--- config.mk ---
export PLATFORM = sky130hd
export DESIGN_NAME = step_sequencer
export DESIGN_NICKNAME = d
export VERILOG_FILES = /design/src/rtl/synth_seq_pkg.sv /design/src/rtl/tempo_counter.sv /design/src/rtl/step_sequencer.sv
export SDC_FILE = /design/constraint.sdc
export NUM_CORES = 1
export LEC_CHECK = 0
export CORE_ASPECT_RATIO = 0.9
export CORE_MARGIN = 5
export CORE_UTILIZATION = 52
export CTS_CLUSTER_SIZE = 10
export DETAILED_ROUTE_END_ITERATION = 7
export PLACE_DENSITY = 0.82
export SLEW_MARGIN = 30
export SYNTH_ARGS = -nofsm -noshare
export SYNTH_HDL_FRONTEND = slang
export SYNTH_SLANG_ARGS = --single-unit
--- constraint.sdc ---
create_clock -name clk -period 4.8 [get_ports clk]
set_clock_uncertainty 0.15 [all_clocks]
set_input_delay 0.72 -clock clk [delete_from_list [all_inputs] [get_ports clk]]
set_output_delay 0.72 -clock clk [all_outputs]
set_load 0.03 [all_outputs]
--- src/rtl/synth_seq_pkg.sv ---
// Shared types and constants for the step sequencer.
package synth_seq_pkg;

  // Sequencer play state.
  typedef enum logic {
    STOPPED = 1'b0,
    PLAY    = 1'b1
  } seq_state_t;

  // Tone code width shared with soundproc.
  localparam int SEQ_FREQ_BITS = 4;

  // One pattern entry: a rest flag and a tone code.
  typedef struct packed {
    logic                     rest;
    logic [SEQ_FREQ_BITS-1:0] freq;
  } step_t;

  // Shortest step length in clocks; smaller tempo_div values are clamped to this.
  localparam int MIN_DIV = 4;

endpackage

--- src/rtl/tempo_counter.sv ---
// Step tick counter: counts 0..eff_div-1 while enabled and pulses tc on the last tick.
module tempo_counter #(
  parameter int TICK_BITS = 24
) (
  input  logic                 clk,
  input  logic                 rst_n,
  input  logic                 enable,
  input  logic                 clear,
  input  logic [TICK_BITS-1:0] eff_div,
  output logic [TICK_BITS-1:0] tick,
  output logic                 tc
);

  logic [TICK_BITS-1:0] tick_q, tick_d;

  // Terminal count uses >= so a mid-step shrink of eff_div ends the step on the next cycle.
  assign tc   = enable && (tick_q >= (eff_div - TICK_BITS'(1)));
  assign tick = tick_q;

  // Next-count selection: clear wins, then wrap on terminal count, else increment.
  always_comb begin
    // NOTE: every combinational output gets a default first so no path can infer a latch.
    tick_d = tick_q;
    if (clear) begin
      tick_d = '0;
    end else if (enable) begin
      tick_d = tc ? '0 : tick_q + TICK_BITS'(1);
    end
  end

  // Count register.
  always_ff @(posedge clk or negedge rst_n) begin
    // NOTE: sequential state uses non-blocking assignments so all flops update together.
    if (!rst_n) begin
      tick_q <= '0;
    end else begin
      tick_q <= tick_d;
    end
  end

endmodule

--- src/rtl/step_sequencer.sv ---
// Programmable 8-step note sequencer feeding tone code and gate to soundproc.
module step_sequencer
  import synth_seq_pkg::*;
#(
  parameter int STEPS     = 8,
  parameter int FREQ_BITS = 4,
  parameter int TICK_BITS = 24
) (
  input  logic                       clk,
  input  logic                       rst_n,
  input  logic                       run,
  input  logic [TICK_BITS-1:0]       tempo_div,
  input  logic [1:0]                 gate_len,
  input  logic                       wr_en,
  input  logic [$clog2(STEPS)-1:0]   wr_addr,
  input  logic [FREQ_BITS:0]         wr_data,
  output logic [FREQ_BITS-1:0]       tone_freq_bin,
  output logic                       hold,
  output logic [$clog2(STEPS)-1:0]   step_idx,
  output logic                       step_strobe
);

  localparam int IDX_W = $clog2(STEPS);

  seq_state_t           state_q, state_d;
  logic                 run_q;
  step_t                pattern_q [STEPS];
  step_t                pattern_d [STEPS];
  logic [FREQ_BITS-1:0] tone_q, tone_d;
  logic                 hold_q, hold_d;
  logic [IDX_W-1:0]     idx_q, idx_d;
  logic                 strobe_q, strobe_d;
  logic                 rest_q, rest_d;

  logic [TICK_BITS-1:0] eff_div;
  logic [TICK_BITS-1:0] q_div;
  logic [TICK_BITS-1:0] gate_lim;
  logic [TICK_BITS-1:0] tick;
  logic [TICK_BITS-1:0] tick_next;
  logic                 tc;
  logic                 cnt_en;
  logic                 cnt_clr;
  logic                 load;
  step_t                load_step;

  assign tone_freq_bin = tone_q;
  assign hold          = hold_q;
  assign step_idx      = idx_q;
  assign step_strobe   = strobe_q;

  // The counter only runs while playing; it is held at zero when stopped or stopping.
  assign cnt_en  = (state_q == PLAY);
  assign cnt_clr = (state_q != PLAY) || !run;

  tempo_counter #(
    .TICK_BITS (TICK_BITS)
  ) u_tempo_counter (
    .clk     (clk),
    .rst_n   (rst_n),
    .enable  (cnt_en),
    .clear   (cnt_clr),
    .eff_div (eff_div),
    .tick    (tick),
    .tc      (tc)
  );

  // Clamp the step length and derive the gate-off tick from the quarter-step size.
  always_comb begin
    eff_div  = (tempo_div < TICK_BITS'(MIN_DIV)) ? TICK_BITS'(MIN_DIV) : tempo_div;
    q_div    = eff_div >> 2;
    gate_lim = q_div * (TICK_BITS'(gate_len) + TICK_BITS'(1));
  end

  // Pattern write port; a load in the same cycle still reads the old entry from pattern_q.
  always_comb begin
    pattern_d = pattern_q;
    if (wr_en) begin
      pattern_d[wr_addr] = step_t'(wr_data);
    end
  end

  // Play FSM, step advance and registered-output precompute (outputs reflect the next tick).
  always_comb begin
    state_d   = state_q;
    idx_d     = idx_q;
    tone_d    = tone_q;
    rest_d    = rest_q;
    hold_d    = 1'b0;
    strobe_d  = 1'b0;
    load      = 1'b0;
    tick_next = '0;

    unique case (state_q)
      STOPPED: begin
        if (run && !run_q) begin
          state_d = PLAY;
          idx_d   = '0;
          load    = 1'b1;
        end
      end
      PLAY: begin
        if (!run) begin
          state_d = STOPPED;
          idx_d   = '0;
        end else if (tc) begin
          idx_d = idx_q + IDX_W'(1);
          load  = 1'b1;
        end else begin
          tick_next = tick + TICK_BITS'(1);
        end
      end
      default: state_d = STOPPED;
    endcase

    // A rest step keeps the previous tone and silences the gate for its whole duration.
    load_step = pattern_q[idx_d];
    if (load) begin
      strobe_d = 1'b1;
      rest_d   = load_step.rest;
      if (!load_step.rest) begin
        tone_d = load_step.freq;
      end
    end

    // Legato holds the gate through the step and into the next non-rest step.
    if (state_d == PLAY) begin
      hold_d = !rest_d && ((gate_len == 2'd3) || (tick_next < gate_lim));
    end
  end

  // State, output and pattern registers.
  always_ff @(posedge clk or negedge rst_n) begin
    if (!rst_n) begin
      state_q  <= STOPPED;
      run_q    <= 1'b0;
      tone_q   <= '0;
      hold_q   <= 1'b0;
      idx_q    <= '0;
      strobe_q <= 1'b0;
      rest_q   <= 1'b1;
      // NOTE: the pattern store is deliberately reset to all rests, so it stays a flop array rather than a RAM.
      for (int i = 0; i < STEPS; i++) begin
        pattern_q[i] <= '{rest: 1'b1, freq: '0};
      end
    end else begin
      state_q   <= state_d;
      run_q     <= run;
      tone_q    <= tone_d;
      hold_q    <= hold_d;
      idx_q     <= idx_d;
      strobe_q  <= strobe_d;
      rest_q    <= rest_d;
      pattern_q <= pattern_d;
    end
  end

endmodule

==> results of run 1 <==
## worst max-delay path: cells and delay by family
family                   cells  cell delay (ns)
buffers and inverters        4             0.48
AO/OA/AOI/OAI               10             1.71
AND/OR/NAND/NOR             13             2.80
XOR/XNOR                     1             0.11
adder cells (fa/ha/maj)      3             0.79
## cells in the final DEF (no fill, tap or decap), types with 30 or more instances in the layout
cell type,count
buf_4,106
nand2_1,72
ha_1,70
dfrtp_1,67
inv_1,58
nor2_1,46
mux2_2,46
buf_6,36
a21oi_1,30
## through the flow
stage	util, %	worst slack, ns	total power [mW]
6_report	72.3	-1.70	2.38
5_1_grt	72.3	-1.87	2.50
4_1_cts	69.0	-1.43	2.29
3_5_place_dp	64.1	-2.29	1.58
3_3_place_gp	64.1	-2.08	1.55
2_1_floorplan	-	-1.46	1.25
## path summary, 6_finish.rpt
kind	start	endpoint	cells after the start
setup reg to reg	u_tempo_counter.tick[0]	hold	16
hold / removal	rst_n	pattern_q[31]	1
min in group clk	pattern_q[31]	pattern_q[31]	1
setup / recovery	tempo_div[20]	hold	31
max in group asynchronous	rst_n	u_tempo_counter.tick[3]	1
hold reg to reg	pattern_q[31]	pattern_q[31]	1
## routing by layer
| metal | vias to the layer above | track usage (%) | routed length (µm) |
|---|---|---|---|
| met5 | - | 0 | 0 |
| met4 | 0 | 7.84 | 1050 |
| met3 | 111 | 4.60 | 1440 |
| met2 | 344 | 43.2 | 11200 |
| met1 | 3303 | 29.5 | 8550 |
| li1 | 3024 | - | - |
## where the power goes
group	total [mW]	internal, mW	switching, mW
registers	0.813	0.747	0.0659
logic	0.887	0.438	0.449
clock network	0.683	0.418	0.265
total	2.38	1.60	0.780
## sequential cells by signal, summed over array words and instances, names as in the netlist, 3 cells and up
name / flops
tone_freq_bin: 4
pattern_q: 40
u_tempo_counter.tick: 24
step_idx: 3
## cell families (layout without fill, tap and decap cells)
group           Yosys count  in the layout  share of synthesized area [%]
flops                    76             76                           27.7
xor+xnor                 59             59                           7.48
fa+ha+maj                95             95                           19.5
buf+inv                  78            267                           4.37
compound gates          119            119                           11.4
mux                      64             64                           10.6
simple gates            268            268                           18.9
## cell type report
class                      instances  share of cell area [%]
sequential                        76                    20.1
multi-input combinational        605                    54.5
inverter                          61                    2.42
clock buffer                      13                    2.63
clock inverter                     3                   0.486
timing repair buffer             190                    17.7
tap                              168                    2.21
## Yosys cell counts (all sizes together) (5+ instances only)
cell type	instances
o21bai	7
nand2	73
o21ai	28
fa	21
ha	74
a211oi	5
nand3	22
mux2	54
xor2	29
nand4b	5
and2	5
nor2	66
xnor2	30
or3	17
inv	60
nor3	19
a21o	10
nand2b	26
nor2b	6
o22ai	5
dfrtp	67
clkbuf	12
nand4	12
dfstp	9
a21oi	40
buf	5
nor4	5
mux2i	10
## what timing repair did
action | 4_1_cts | 5_1_grt
buffers inserted | 21 | 18
endpoints found under the hold margin | 0 | 0
endpoints found under the setup margin | 34 | 34
pin swaps | 45 | 45
resized for setup | 92 | 87
==> run_results.csv, run 1 <==
group,metric,value,unit
setup_path,path_class,"in2reg",
sta,finalCriticalPeriod,6.50,ns
outcome,status,"complete, but fails checks",
clock_tree,cts_root_buffer,"clkbuf_16",
clock_tree,cts-buffers-inserted,9,
clock_tree,hold_buffers,0,
logic_synthesis,yosys_warnings,0,
detailed_routing,avgViaCountPerCell,6.08,
setup_path,crit_slowest_cell,"or4_4",
sta,hold_viol,0,
logic_synthesis,synthTopCellsByArea,"dfrtp_1, ha_1, mux2_2",
global_routing,antenna_found_initial,0,
setup_path,worst-path-max-fanout,3,
setup_path,critPathArrivalTime,6.60,ns
logic_synthesis,syn-cell-area,0.00691,mm²
power_and_ir_drop,power_leakage,4.41,nW
sta,slew_violations,0,
setup_path,crit_top_cell,"a21o_1",
cells_and_area,finalNetCount,1076,
cells_and_area,fin_cells,1116,
floorplanning,core-area,0.0132,mm²
setup_path,critPathLaunchType,"input port",
placement,place_area,0.00844,mm²
floorplanning,initial_core_util,52.5,%
clock_tree,clock_latency,0.34,ns
outcome,violations,"setup timing",
sta,slew-limit-headroom,33.9,%
sta,tightest_slew,0.989,ns
power_and_ir_drop,vdd_drop_max,0.245,mV
detailed_routing,wl_per_cell,19.9,µm
placement,hpwl,13.6,mm
cells_and_area,nFillCells,787,
cells_and_area,seq_area,0.00191,mm²
power_and_ir_drop,powerDensity,250,mW/mm²
floorplanning,dieArea,0.0157,mm²
cells_and_area,post_route_cells_drive_above_1_share,33.8,%
logic_synthesis,synth_top_area_share,24.3,%
sta,fin_tns_setup,-17.60,ns
sta,rsz0062_at_grt,"true",
detailed_routing,vias,6782,
global_routing,grt_max_degree,77,
logic_synthesis,synth_seq_cells,76,
placement,routabilityCongestion,0.914,
detailed_routing,ant_nets,0,
placement,port_buffers,46,
sta,hold_ws,0.252,ns
clock_tree,htreeDepth,3,
min_path,hold_path_class,"in2async",
cells_and_area,multi_input_area,0.00519,mm²
logic_synthesis,synth_cells,759,
clock_tree,cts_tree,"done",
global_routing,grt_first_pass_wirelength,31.6,mm
setup_path,end_kind,"flop",
logic_synthesis,ys_types,63,
global_routing,grt_usage,24.3,%
detailed_routing,wirelength,22.3,mm
logic_synthesis,syn_nets,892,
clock_tree,clk_path_buf_depth,2,
logic_synthesis,synth_flop_cell,"dfrtp_1",
sta,setup_slack,-1.70,ns
floorplanning,boundaryPins,47,
placement,dp_cells,1067,
setup_path,r2r_slack,0.54,ns
global_routing,first_global_vias,6592,
logic_synthesis,syn_area_per_cell,9.10,µm²
floorplanning,die_width,131,µm
cells_and_area,postLayoutCellArea,0.00952,mm²
cells_and_area,area_delta_synth_final,37.9,%
detailed_routing,drt_iter0_drc,523,
run,maxCapViolations,0,
floorplanning,rows,40,
setup_path,crit_required,4.91,ns
floorplanning,die_y,119,µm
sta,setup_violations,34,
global_routing,gr-total-overflow,0,
logic_synthesis,yosysSeqAreaShare,27.7,%
detailed_routing,drc,0,
detailed_routing,dr.pass1.iters,5,
logic_synthesis,synth-edff-count,0,
clock_tree,clk_pin_slew,0.06,ns
logic_synthesis,synthArstFlopShare,100,%
cells_and_area,insertedDiodeCount,0,
logic_synthesis,synth_top_area_cell,"dfrtp_1",
sta,max_freq,154,MHz
clock_tree,clock_sinks,76,
sta,final.period_utilization,135,%
setup_path,cp_slowest_stage_delay,0.55,ns
(Power assumes the default switching activity.)
==> inputs of run 2 (changes only) <==
--- a/config.mk
+++ b/config.mk
@@ -5,11 +5,13 @@
 export SDC_FILE = /design/constraint.sdc
 export NUM_CORES = 1
 export LEC_CHECK = 0
+export CAP_MARGIN = 20
 export CORE_ASPECT_RATIO = 0.9
 export CORE_MARGIN = 5
 export CORE_UTILIZATION = 52
 export CTS_CLUSTER_SIZE = 10
 export DETAILED_ROUTE_END_ITERATION = 7
+export GPL_TIMING_DRIVEN = 0
 export PLACE_DENSITY = 0.82
 export SLEW_MARGIN = 30
 export SYNTH_ARGS = -nofsm -noshare
==> run_results.csv, run 2 (synthesized netlist as in run 1, its figures left out) <==
group,metric,value,unit
outcome,status,"complete, but fails checks",
outcome,violations,"setup timing",
setup_path,critPathLaunchType,"input port",
sta,setup_slack,-1.84,ns
sta,hold_ws,0.161,ns
floorplanning,dieArea,0.0157,mm²
sta,hold_viol,0,
setup_path,cp_slowest_stage_delay,0.54,ns
cells_and_area,seq_area,0.00191,mm²
clock_tree,clk_pin_slew,0.06,ns
power_and_ir_drop,switching_share,31.7,%
power_and_ir_drop,vdd_drop_max,0.198,mV
detailed_routing,top_layer,"met4",
placement,place_area,0.00768,mm²
floorplanning,die_y,119,µm
detailed_routing,wl_per_cell,17.3,µm
global_routing,grt_max_degree,48,
cells_and_area,top_register,"pattern_q",
power_and_ir_drop,power.share.combinational,33.2,%
cells_and_area,area_delta_synth_final,28.0,%
setup_path,end_kind,"flop",
placement,routabilityCongestion,0.880,
setup_path,ff2ff_path_depth,20,
setup_path,crit_required,4.90,ns
sta,slew-limit-headroom,34.8,%
detailed_routing,dr.pass1.iters,5,
sta,finalCriticalPeriod,6.64,ns
global_routing,gr-total-overflow,0,
sta,rsz0062_at_grt,"true",
cells_and_area,layout.cells.most_common,"nand2_1",
cells_and_area,finalNetCount,998,
run,maxCapViolations,0,
sta,final.period_utilization,138,%
detailed_routing,routed-wl-met2,8.79,mm
power_and_ir_drop,p_int,1.53,mW
sta,max_freq,150,MHz
power_and_ir_drop,power_leakage,4.03,nW
clock_tree,cts_root_buffer,"clkbuf_16",
global_routing,first_global_vias,6132,
setup_path,r2r_slack,0.71,ns
clock_tree,clock_sinks,76,
cells_and_area,insertedDiodeCount,0,
setup_path,worst-path-max-fanout,10,
global_routing,grt_first_pass_wirelength,29.0,mm
detailed_routing,wirelength,17.9,mm
setup_path,crit_slowest_cell,"or4_4",
cells_and_area,postLayoutCellArea,0.00884,mm²
floorplanning,boundaryPins,47,
floorplanning,die_width,131,µm
floorplanning,initial_core_util,52.5,%
cells_and_area,largest_reg_flops,40,
floorplanning,core-area,0.0132,mm²
detailed_routing,wl_met3,879,µm
cells_and_area,fin_cells,1038,
cells_and_area,multi_input_area,0.00515,mm²
setup_path,r2r_end,"hold",
clock_tree,clk_path_buf_depth,2,
setup_path,critPathArrivalTime,6.74,ns
power_and_ir_drop,powerDensity,254,mW/mm²
detailed_routing,drt_iter0_drc,432,
global_routing,grt_usage,22.2,%
placement,pre_cts_ws,-3.20,ns
detailed_routing,wl_met1,7.80,mm
setup_path,timing.rr.start,"u_tempo_counter.tick[0]",
clock_tree,cts_tree,"done",
cells_and_area,nFillCells,915,
sta,tightest_slew,0.971,ns
setup_path,path_class,"in2reg",
sta,slew_violations,0,
power_and_ir_drop,seq_power_share,35.7,%
clock_tree,htreeDepth,3,
cells_and_area,post_route_cells_drive_above_1_share,27.0,%
placement,port_buffers,44,
floorplanning,rows,40,
sta,fin_tns_setup,-19.23,ns
cells_and_area,final_cell_mix,"nand2_1, ha_1, dfrtp_1",
detailed_routing,avgViaCountPerCell,5.88,
global_routing,antenna_found_initial,0,
placement,hpwl,12.4,mm
power_and_ir_drop,pwr-share-clk,31.2,%
placement,dp_cells,972,
clock_tree,hold_buffers,0,
clock_tree,clock_latency,0.34,ns
sta,setup_violations,34,
detailed_routing,vias,6105,
power_and_ir_drop,switching_power,713,µW
detailed_routing,ant_nets,0,
clock_tree,cts-buffers-inserted,9,
detailed_routing,drc,0,
min_path,hold_path_class,"in2async",
run 2: changes by cell type in the layout (fill, tap and decap cells not counted), moves of 5 or more:
cell and delta:
buf_4 -67, buf_6 -23, clkdlybuf4s50_1 -6, nor2_2 -5, o22ai_2 -5
run 2: how the worst max path moves through the flow:
stage | startpoint | to | slack [ns] | cells past startpoint
detailed placement | tempo_div[19] | hold | -3.20 | 31
global placement | tempo_div[19] | hold | -3.09 | 27
floorplan | tempo_div[17] | hold | -1.46 | 31
CTS | tempo_div[17] | hold | -1.76 | 31
finish | tempo_div[17] | hold | -1.84 | 28
global route | tempo_div[4] | hold | -2.03 | 32
run 2: final cells by class:
type | instances | share of cell area (%)
multi-input combinational | 605 | 58.2
tap | 168 | 2.38
buffer | 17 | 1.75
clock buffer | 11 | 2.86
sequential | 76 | 21.6
inverter | 61 | 2.60
timing repair buffer | 95 | 9.88
clock inverter | 5 | 0.665
run 2: worst max-delay path, delay by kind of cell:
kind / cells / cell delay (ns)
AND/OR/NAND/NOR: 12 / 2.73
XOR/XNOR: 1 / 0.10
adder cells (fa/ha/maj): 3 / 0.86
AO/OA/AOI/OAI: 7 / 1.62
buffers and inverters: 5 / 0.70
run 2: power groups by stage:
stage | sequential [mW] | clock (mW) | combinational [mW]
global route | 0.811 | 0.731 | 0.817
CTS | 0.798 | 0.702 | 0.716
finish | 0.801 | 0.699 | 0.744
global placement | 0.800 | 0 | 0.639
detailed placement | 0.806 | 0 | 0.659
floorplan | 0.822 | 0 | 0.433
run 2: repair_timing:
item / 4_1_cts / 5_1_grt
gates resized for setup: 114 / 70
setup endpoints to repair: 34 / 34
buffers inserted: 35 / 16
gates cloned: 0 / 0
pin swaps: 44 / 40
run 2: routing by layer:
metal	vias to the layer above	global-route usage, %
li1	2876	-
met1	3005	28.0
met2	183	38.5
met3	41	4.18
met4	0	7.01
met5	-	0
run 2: through the flow:
| stage | power, mW | util [%] |
|---|---|---|
| 6_report | 2.24 | 67.2 |
| 5_1_grt | 2.36 | 67.2 |
| 4_1_cts | 2.22 | 65.0 |
| 3_5_place_dp | 1.47 | 58.3 |
| 3_3_place_gp | 1.44 | 58.2 |
| 2_1_floorplan | 1.25 | - |
==> variant (settings of run 2) <==
`TICK_BITS` is set to 24 in 2 places; all go to 48.
--- a/src/rtl/tempo_counter.sv
+++ b/src/rtl/tempo_counter.sv
@@ -1,6 +1,6 @@
 // Step tick counter: counts 0..eff_div-1 while enabled and pulses tc on the last tick.
 module tempo_counter #(
-  parameter int TICK_BITS = 24
+  parameter int TICK_BITS = 48
 ) (
   input  logic                 clk,
   input  logic                 rst_n,
--- a/src/rtl/step_sequencer.sv
+++ b/src/rtl/step_sequencer.sv
@@ -4,7 +4,7 @@
 #(
   parameter int STEPS     = 8,
   parameter int FREQ_BITS = 4,
-  parameter int TICK_BITS = 24
+  parameter int TICK_BITS = 48
 ) (
   input  logic                       clk,
   input  logic                       rst_n,
Interface: changed (resized tempo_div); port bits go from 47 to 71. The function was not compared with the original's and may differ.
==> variant against run 2 <==
  * The flow still finishes with violations (negative setup slack)
  * Power increased by 40%
  * Critical path type unchanged
  * Clock power is 11% higher
  * Global-route usage grew 3.8 points
  * Routed wire length increased by 99%
  * Final area grew 70%
  * Synthesized area grew 76%
  * Register-to-register slack worse by 0.87 ns
  * Sequential cell count rose by 24
  * Worst setup slack worse by 1.2 ns
  * Via count up 86%
==> variant: results (changes against run 2) <==
Place
  – HPWL after DPL: 25.0 mm (+100%)
  – RD Place Congestion: 0.907 (+3.1%)
  – PortBufs: 64 (+45%)

Timing
  – Hold Slack: 0.177 ns (+0.0161 ns)
  – Setup ws final: -3.07 ns (-1.23 ns)
  – Setup Viol. Count Final: 58 (+71%)
  – Relative slew slack: 36.9% (+2.1 points)

Worst setup path
  – Max FO, Critical Path: 8 (-2)
  – R2R Path Start: u_tempo_counter.tick[0]$_DFFE_PN0P_
  – CP max stage cell: or4_4
  – R2r setup slk: -0.16 ns (-0.87 ns)
  – Worst setup path startpoint: tempo_div[23]
  – R2r worst-path depth: 16 (-20%)

Synthesis
  – Synth Net Count: 1,685 (+89%)
  – Seq/Total Area, Yosys: 20.7% (-7.0 points)
  – Netlist cell types: 82 (+30%)
  – Synth cell count leaders: 155 x nand2_1, 151 x nor2_1, 146 x ha_1, 114 x inv_1, 91 x dfrtp_1
  – Post-synthesis adder-cell area fraction: 22.5% (+3.0 points)
  – Synth Area in XOR/XNOR: 9.31% (+1.8 points)
  – Compound-Gate Fraction of Synth Area: 12.7% (+1.3 points)
  – Post-synthesis mux area share: 7.09% (-3.5 points)
  – Ranking of synthesized cells by area: dfrtp_1 19%, ha_1 15%, fa_1 7.4%, xnor2_1 5.0%, nand2_1 4.8%

Layout
  – Proportion of layout cells with a drive suffix above 1: 18.5% (-8.5 points)
  – Fillcell total: 1,760 (+92%)
  – Max reg flops: 48 (+20%)
  – Nets@finish: 1,835 (+84%)

GRT
  – Largest net degree at the start of global routing: 60 (+25%)
  – Vias in the first global route: 11.2k (+83%)
  – GRT Overall Usage: 26.0% (+3.8 points)
  – First-pass GRT wire length: 56.5 mm (+95%)

Clock tree
  – Worst skew pair latency: 0.37 ns (+0.03 ns)
  – Clk root buf: clkbuf_16
  – Clock transition at path regs: 0.08 ns (+0.02 ns)
  – Clock Tree Buf Depth: 2 (unchanged)

Detailed routing
  – DR vias: 11.3k (+86%)
  – First DRT Iteration DRCs: 1,043 (+140%)
  – WL/cell: 18.8 um (+9.1%)
  – Number of detailed-route iterations in the first pass: 5 (unchanged)

Pwr
  – Maximum VDD drop: 0.000275 V (+39%)
  – Pleak: 7.18 nW (+78%)

Outcome
  – Failing checks: negative setup slack
  – Status: finished, violations left
variant: changes by cell type after synthesis, sizes merged, moves of 22 or more:
cell    before  now
a21o        10   47
a21oi       40   72
dfrtp       67   91
fa          21   45
ha          74  146
inv         60  115
mux2i       10   32
nand2       73  155
nand2b      26   60
nor2        66  152
xnor2       30   69
xor2        29   60
variant: what timing repair did:
item	in CTS	in global routing
hold endpoints to repair	0	0
endpoints found under the setup margin	58	58
gates resized for setup	143	44
setup buffers	51	23
gates cloned	2	1
pin swaps	73	40
variant: kinds of logic after synthesis:
family	after synthesis
flops	100
mux	80
compound gates	226
xor+xnor	129
simple gates	552
buf+inv	154
fa+ha+maj	191
variant: layer usage:
layer  track usage [%]  part of all wire (%)  vias up  routed length (um)
met5                 0                     0        -                   0
met4              9.58                   3.7        0                1310
met3              4.65                   7.5      113                2660
met2              42.3                    47      478               16800
met1              34.8                    42     5493               14800
li1                  -                     -     5251                   -
variant: stage by stage:
stage          cells  power [mW]  area, um^2  setup TNS (ns)  setup slack [ns]
2_1_floorplan   1432        1.85       12400          -35.42             -2.46
3_3_place_gp    1798        2.16       13400         -190.57             -4.53
3_5_place_dp    1799        2.21       13400         -121.91             -4.60
4_1_cts         1867        3.06       14600          -53.13             -2.71
5_1_grt         1889        3.31       15000          -74.08             -3.25
6_report        1889        3.14       15000          -64.54             -3.07
variant: layout make-up:
cell class	instances	area, um^2	area share [%]
clock inverter	7	93.8	0.625
buffer	38	355	2.37
multi-input combinational	1178	9710	64.6
sequential	100	2510	16.7
timing repair buffer	140	1320	8.75
inverter	115	432	2.87
clock buffer	9	225	1.50
tap	302	378	2.52
variant: power by group:
part,internal (mW),switching [mW]
logic,0.596,0.749
clock network,0.380,0.394
registers,0.951,0.0690
total,1.93,1.21
variant: worst max path at each step:
stage                          end  depth (start not counted)
global route        hold$_DFF_PN0_                         34
finish              hold$_DFF_PN0_                         36
detailed placement  hold$_DFF_PN0_                         35
global placement    hold$_DFF_PN0_                         35
CTS                 hold$_DFF_PN0_                         37
floorplan           hold$_DFF_PN0_                         33
